File: src/rtl/uart_tx_arbiter_pkg.sv
// Shared types and constants for the two-requester UART word arbiter.
// Holds the FSM encoding, the ack timeout and the default header base.
package uart_tx_arbiter_pkg;

  typedef enum logic [1:0] {
    ST_IDLE,
    ST_SEND,
    ST_WAIT_ACK,
    ST_WAIT_DONE
  } state_t;

  localparam int         ACK_TIMEOUT      = 4;
  localparam logic [7:0] HDR_BASE_DEFAULT = 8'hA0;

  function automatic logic [7:0] word_byte(input logic [31:0] word, input logic [1:0] idx);
    case (idx)
      2'd0:    return word[7:0];
      2'd1:    return word[15:8];
      2'd2:    return word[23:16];
      default: return word[31:24];
    endcase
  endfunction

endpackage

File: src/rtl/uart_tx_arbiter_if.sv
// Requester handshakes plus byte-transmitter link of the UART word arbiter.
// master = arbiter side, slave = requesters and byte transmitter side.
interface uart_tx_arbiter_if;
  logic        req0_valid;
  logic [31:0] req0_data;
  logic        req0_ready;
  logic        req1_valid;
  logic [31:0] req1_data;
  logic        req1_ready;
  logic        tx_start;
  logic [7:0]  tx_byte;
  logic        tx_busy;
  logic        grant_id;
  logic        active;

  modport master (
    input  req0_valid, req0_data, req1_valid, req1_data, tx_busy,
    output req0_ready, req1_ready, tx_start, tx_byte, grant_id, active
  );

  modport slave (
    output req0_valid, req0_data, req1_valid, req1_data, tx_busy,
    input  req0_ready, req1_ready, tx_start, tx_byte, grant_id, active
  );
endinterface

File: src/rtl/uart_tx_arbiter_rr_arb2.sv
// Two-way round-robin pick: a lone valid wins, a tie goes to the
// requester that was not granted last time.
module rr_arb2 (
  input  logic i_valid0,
  input  logic i_valid1,
  input  logic i_last_grant,
  output logic o_winner
);
  always_comb begin
    // NOTE: default first so every path assigns o_winner and no latch is inferred.
    o_winner = 1'b0;
    if (i_valid0 && i_valid1) o_winner = ~i_last_grant;
    else if (i_valid1)        o_winner = 1'b1;
  end
endmodule

File: src/rtl/uart_tx_arbiter.sv
// Accepts 32-bit words from two requesters, round-robin, and feeds them
// byte by byte (optional source header first) to a UART byte transmitter.
module uart_tx_arbiter
  import uart_tx_arbiter_pkg::*;
#(
  parameter bit         HEADER_EN = 1'b1,
  parameter logic [7:0] HDR_BASE  = HDR_BASE_DEFAULT
) (
  input  logic             CLK,
  input  logic             reset_n,
  uart_tx_arbiter_if.master bus
);
  localparam int               TMR_W    = $clog2(ACK_TIMEOUT);
  localparam logic [TMR_W-1:0] TMR_LAST = TMR_W'(ACK_TIMEOUT - 1);

  state_t           r_state;
  logic [31:0]      r_word;
  logic [1:0]       r_byte_idx;
  logic             r_in_hdr;
  logic             r_armed;
  logic             r_last_grant;
  logic             r_grant;
  logic             r_active;
  logic             r_tx_start;
  logic [7:0]       r_tx_byte;
  logic [TMR_W-1:0] r_timer;

  logic        w_winner;
  logic        w_idle_open;
  logic        w_ready0;
  logic        w_ready1;
  logic        w_xfer;
  logic        w_last_byte;
  logic [7:0]  w_cur_byte;
  logic [31:0] w_win_data;

  rr_arb2 u_rr_arb2 (
    .i_valid0     (bus.req0_valid),
    .i_valid1     (bus.req1_valid),
    .i_last_grant (r_last_grant),
    .o_winner     (w_winner)
  );

  // r_armed keeps ready low until the first edge after reset release.
  assign w_idle_open = r_armed && (r_state == ST_IDLE);
  assign w_ready0    = w_idle_open && !w_winner && bus.req0_valid;
  assign w_ready1    = w_idle_open &&  w_winner && bus.req1_valid;
  assign w_xfer      = w_ready0 || w_ready1;
  assign w_win_data  = w_winner ? bus.req1_data : bus.req0_data;
  assign w_cur_byte  = r_in_hdr ? (HDR_BASE | {7'b0, r_grant}) : word_byte(r_word, r_byte_idx);
  assign w_last_byte = !r_in_hdr && (r_byte_idx == 2'd3);

  always_ff @(posedge CLK or negedge reset_n) begin
    if (!reset_n) begin
      r_state      <= ST_IDLE;
      r_word       <= '0;
      r_byte_idx   <= '0;
      r_in_hdr     <= 1'b0;
      r_armed      <= 1'b0;
      r_last_grant <= 1'b1;
      r_grant      <= 1'b0;
      r_active     <= 1'b0;
      r_tx_start   <= 1'b0;
      r_tx_byte    <= 8'h00;
      r_timer      <= '0;
    end else begin
      // NOTE: non-blocking throughout so every branch sees pre-edge state.
      r_armed    <= 1'b1;
      r_tx_start <= 1'b0;
      unique case (r_state)
        ST_IDLE: begin
          if (w_xfer) begin
            r_word       <= w_win_data;
            r_grant      <= w_winner;
            r_last_grant <= w_winner;
            r_active     <= 1'b1;
            r_in_hdr     <= HEADER_EN;
            r_byte_idx   <= '0;
            r_state      <= ST_SEND;
          end
        end
        ST_SEND: begin
          if (!bus.tx_busy) begin
            r_tx_start <= 1'b1;
            r_tx_byte  <= w_cur_byte;
            r_timer    <= '0;
            r_state    <= ST_WAIT_ACK;
          end
        end
        ST_WAIT_ACK: begin
          if (bus.tx_busy) begin
            r_state <= ST_WAIT_DONE;
          end else if (r_timer == TMR_LAST) begin
            r_tx_start <= 1'b1;
            r_timer    <= '0;
          end else begin
            r_timer <= r_timer + 1'b1;
          end
        end
        ST_WAIT_DONE: begin
          if (!bus.tx_busy) begin
            if (w_last_byte) begin
              r_byte_idx <= '0;
              r_active   <= 1'b0;
              r_state    <= ST_IDLE;
            end else begin
              if (r_in_hdr) r_in_hdr   <= 1'b0;
              else          r_byte_idx <= r_byte_idx + 2'd1;
              r_state <= ST_SEND;
            end
          end
        end
        default: r_state <= ST_IDLE;
      endcase
    end
  end

  assign bus.req0_ready = w_ready0;
  assign bus.req1_ready = w_ready1;
  assign bus.tx_start   = r_tx_start;
  assign bus.tx_byte    = r_tx_byte;
  assign bus.grant_id   = r_grant;
  assign bus.active     = r_active;

endmodule

File: src/flat_wrapper.sv
// flat-port wrapper written by rule: the top's interface ports become plain ports
module uart_tx_arbiter_flat import uart_tx_arbiter_pkg::*;
#(
  parameter bit         HEADER_EN = 1'b1,
  parameter logic [7:0] HDR_BASE  = HDR_BASE_DEFAULT
)
  (CLK, reset_n, bus_req0_valid, bus_req0_data, bus_req1_valid, bus_req1_data, bus_tx_busy, bus_req0_ready, bus_req1_ready, bus_tx_start, bus_tx_byte, bus_grant_id, bus_active);
  uart_tx_arbiter_if bus_i ();
  input  logic CLK;
  input  logic reset_n;
  input wire logic [$bits(bus_i.req0_valid)-1:0] bus_req0_valid;
  input wire logic [$bits(bus_i.req0_data)-1:0] bus_req0_data;
  input wire logic [$bits(bus_i.req1_valid)-1:0] bus_req1_valid;
  input wire logic [$bits(bus_i.req1_data)-1:0] bus_req1_data;
  input wire logic [$bits(bus_i.tx_busy)-1:0] bus_tx_busy;
  output wire logic [$bits(bus_i.req0_ready)-1:0] bus_req0_ready;
  output wire logic [$bits(bus_i.req1_ready)-1:0] bus_req1_ready;
  output wire logic [$bits(bus_i.tx_start)-1:0] bus_tx_start;
  output wire logic [$bits(bus_i.tx_byte)-1:0] bus_tx_byte;
  output wire logic [$bits(bus_i.grant_id)-1:0] bus_grant_id;
  output wire logic [$bits(bus_i.active)-1:0] bus_active;
  assign bus_i.req0_valid = bus_req0_valid;
  assign bus_i.req0_data = bus_req0_data;
  assign bus_i.req1_valid = bus_req1_valid;
  assign bus_i.req1_data = bus_req1_data;
  assign bus_i.tx_busy = bus_tx_busy;
  assign bus_req0_ready = bus_i.req0_ready;
  assign bus_req1_ready = bus_i.req1_ready;
  assign bus_tx_start = bus_i.tx_start;
  assign bus_tx_byte = bus_i.tx_byte;
  assign bus_grant_id = bus_i.grant_id;
  assign bus_active = bus_i.active;
  uart_tx_arbiter #(.HEADER_EN(HEADER_EN), .HDR_BASE(HDR_BASE)) u_core (.CLK(CLK), .reset_n(reset_n), .bus(bus_i));
endmodule
File: config.mk
export PLATFORM = sky130hd
export DESIGN_NAME = uart_tx_arbiter_flat
export DESIGN_NICKNAME = d
export VERILOG_FILES = /design/src/rtl/uart_tx_arbiter_pkg.sv /design/src/rtl/uart_tx_arbiter_if.sv /design/src/rtl/uart_tx_arbiter_rr_arb2.sv /design/src/rtl/uart_tx_arbiter.sv /design/src/flat_wrapper.sv
export SDC_FILE = /design/constraint.sdc
export NUM_CORES = 1
export LEC_CHECK = 0
export CORE_MARGIN = 4
export CORE_UTILIZATION = 37
export CTS_CLUSTER_DIAMETER = 200
export DETAILED_ROUTE_END_ITERATION = 8
export PLACE_DENSITY = 0.66
export SLEW_MARGIN = 20
export SYNTH_ARGS = -nofsm -noshare
export SYNTH_HDL_FRONTEND = slang
export SYNTH_SLANG_ARGS = --single-unit
File: constraint.sdc
create_clock -name CLK -period 2.16 [get_ports CLK]
set_input_delay 0.216 -clock CLK [delete_from_list [all_inputs] [get_ports CLK]]
set_output_delay 0.216 -clock CLK [all_outputs]
set_load 0.05 [all_outputs]
==> out/qor.csv <==
metric,value,unit
total routing usage reported by global routing,0.148,
kind of start point of the critical path,register,
outcome,"finished, violations left",
die span in x,93.6,um
measured slew at the worst slew-check pin,0.650,ns
launch point of the critical path,u_core.r_state[0],
cell internal pwr,2.67,mW
R2R cell count,6,
number of antenna violations at the first check in global routing,0,
share of cells above drive strength 1,0.0627,
H-tree level count,2,
fin. max-slew vios,0,
clock tree from TritonCTS,built,
required time at the endpoint of the critical path,1.94,ns
worst clock skew,0.0116,ns
area of the core,6940,um^2
number of storage elements in the synthesis netlist,52,
Synth cell types,39,
routed len/inst,14.6,um
Synth Cell Area,2710,um^2
Critical R2R Launch,u_core.r_state[0],
number of buffers added by the clock tree synthesis step,5,
deepest clock path buffer count,2,
number of sinks driven by the clock tree,52,
placer congestion estimate,0.775,
"Worst Path Class, Setup",register to output port,
number of warnings reported in the yosys synthesis log,0,
number of diodes,0,
Layout area overhead,37.6,%
Post-Synthesis Net Count,335,
switching share of power,0.398,
min Tclk post-route,1.89,ns
wire length of the first global-routing pass,10.3,mm
count of final hold-check violations,3,
post-synthesis sequential area ratio,0.481,
Post-route DRC,0,
maximum net fanout on the critical path,5,
Reg2Reg Capture Point,u_core.r_byte_idx[0],
worst slew margin relative to its limit,0.567,
cell count after synthesis,257,
DR iter-0 viols,133,
Tightest Hold Check Type,input pin to asynchronous set/reset pin,
worst reg2reg setup slack,0.35,ns
post-DP HPWL,4.87,mm
maximum clock frequency,530,MHz
power per unit of standard cell area,1190,nW/um^2
maximum number of pins on one net before global-route repair,73,
vias in the first global route,2172,
number of post-CTS setup repair buffers,0,
leakage power summed over all cells,1.66,nW
setup violation total in the final timing report,0,
final critical-path setup slack,0.275,ns
Routed Antenna Nets,0,
worst-skew pair later-pin latency,0.31,ns
clock root cell,sky130_fd_sc_hd__clkbuf_8,
routed via count divided by cell count,4.94,
clock transition time at the flip-flop clock pins of the worst setup and hold paths,0.10,ns
worst hold margin,-0.00354,ns
cts hold-fix bufs,0,
final cycle utilization of the critical path,0.873,
average instance area after synthesis,10.5,um^2
port bufs,81,
total number of vias,2129,
Die Span Y,93.6,um
Max-cap violations,0,
setup slack at placement,0.365,ns
violations in the final reports,hold timing,
CP Capture Type,output port,
1st-pass router iterations,4,
final routed wirelength across all metal layers,6.28,mm
combinational power share,0.463,
capture point of the critical path,bus_req0_ready,
I/O pin cnt,82,
cell row count,30,
post_cts resized,0,
unrepaired setup endpoints after global routing,no,
Clock Power Share,0.153,
area enclosed by the die boundary,8750,um^2
fraction of registers with async set/reset,1.00,
highest ir drop seen on vdd,388,uV
most frequently used flop master after synthesis,sky130_fd_sc_hd__dfrtp_1,
sum of negative setup slack,0,ns
Overflow after GRT,0,
part of the power in registers,0.384,
worst endpoint data arrival time,1.67,ns
Initial Utilization,0.390,
"EDFF count, synth",0,
number of nets in the finished design,412,
Switch Pwr,1.76,mW
## synthesized netlist by cell type, drive strengths merged, types with 2 or more instances
library cell,number,area (um^2)
o22ai,2,12.5
a22o,9,78.8
o21bai,2,15.0
nor2,4,15.0
nand2,36,135
buf,7,71.3
dfrtp,51,1280
a21oi,4,20.0
a222oi,6,60.1
mux2i,39,390
ha,9,113
a211o,3,26.3
inv,11,41.3
nand3,2,10.0
clkbuf,10,37.5
o21ai,38,190
and2b,2,17.5
nand2b,4,25.0
## registers in the layout, summed over array words and instances, names as in the netlist
signal	flops
u_core.bus.active	1
u_core.r_word	32
u_core.r_armed	1
u_core.r_state	2
u_core.bus.grant_id	1
u_core.bus.tx_byte	8
u_core.r_byte_idx	2
u_core.r_timer	2
u_core.r_in_hdr	1
u_core.r_last_grant	1
u_core.bus.tx_start	1
## power by group through the flow
stage / combinational [mW] / sequential (mW) / clock (mW)
final: 2.05 / 1.70 / 0.678
after global routing: 2.27 / 1.77 / 0.732
after CTS: 2.08 / 1.70 / 0.690
after detailed placement: 2.08 / 1.72 / 0
after global placement: 2.02 / 1.71 / 0
after floorplan: 1.17 / 1.93 / 0
## how the worst min path moves through the flow
stage	end	slack, ns
after CTS	u_core.r_word[30]	0.04
after global routing	u_core.r_word[30]	0.06
after global placement	u_core.r_word[26]	0.38
after detailed placement	u_core.r_word[26]	0.38
final	u_core.r_word[26]	-0.004
after floorplan	u_core.bus.active	-0.08
## per-layer routing
| metal | up-vias | share of wire | track usage |
|---|---|---|---|
| met2 | 54 | 0.49 | 0.243 |
| li1 | 1072 | - | - |
| met3 | 5 | 0.050 | 0.0322 |
| met5 | - | 0 | 0 |
| met4 | 0 | 0.012 | 0.0445 |
| met1 | 998 | 0.45 | 0.196 |
## through the flow
step                      power [mW]  utilization  area [um^2]  std cells
after floorplan                 3.10            -         2710        257
after global placement          3.74        0.521         3610        423
after detailed placement        3.80        0.521         3610        423
after CTS                       4.47        0.537         3730        431
after global routing            4.77        0.537         3730        431
final                           4.43        0.537         3730        431
## placed cells by master (no fill, tap or decap), types with 4 or more instances in the layout
cell type and n:
sky130_fd_sc_hd__a21oi_1 4, sky130_fd_sc_hd__a222oi_1 6, sky130_fd_sc_hd__a22o_1 9, sky130_fd_sc_hd__buf_4 5
sky130_fd_sc_hd__clkbuf_8 5, sky130_fd_sc_hd__clkdlybuf4s50_1 78, sky130_fd_sc_hd__dfrtp_1 51, sky130_fd_sc_hd__ha_1 9
sky130_fd_sc_hd__inv_1 11, sky130_fd_sc_hd__mux2i_1 39, sky130_fd_sc_hd__nand2_1 36, sky130_fd_sc_hd__nand2b_1 4
sky130_fd_sc_hd__nor2_1 4, sky130_fd_sc_hd__o21ai_0 8, sky130_fd_sc_hd__o21ai_1 30
## critical path, stage by stage (launching register included)
cell                      delay (ns)
sky130_fd_sc_hd__dfrtp_1        0.44
sky130_fd_sc_hd__inv_1          0.13
sky130_fd_sc_hd__ha_1           0.29
sky130_fd_sc_hd__nand3_1        0.18
sky130_fd_sc_hd__nor2_1         0.12
sky130_fd_sc_hd__buf_4          0.20
## cell families after synthesis
family                     count (synthesis)  synth area share
buffers and inverters                     28            0.0554
AOI/OAI and AO/OA                         75             0.188
DFF                                       52             0.481
other                                      1           0.00138
and+or+nand+nor                           52            0.0850
adders and majority gates                  9            0.0416
muxes                                     40             0.148
## layout make-up
cell class	count	area, um^2
timing repair buffer	87	883
multi-input combinational	177	1270
fill	622	3220
inverter	11	41.3
clock buffer	6	72.6
tap	96	120
clock inverter	2	38.8
sequential	52	1300
Note: power is estimated with default switching activity, not from simulation.
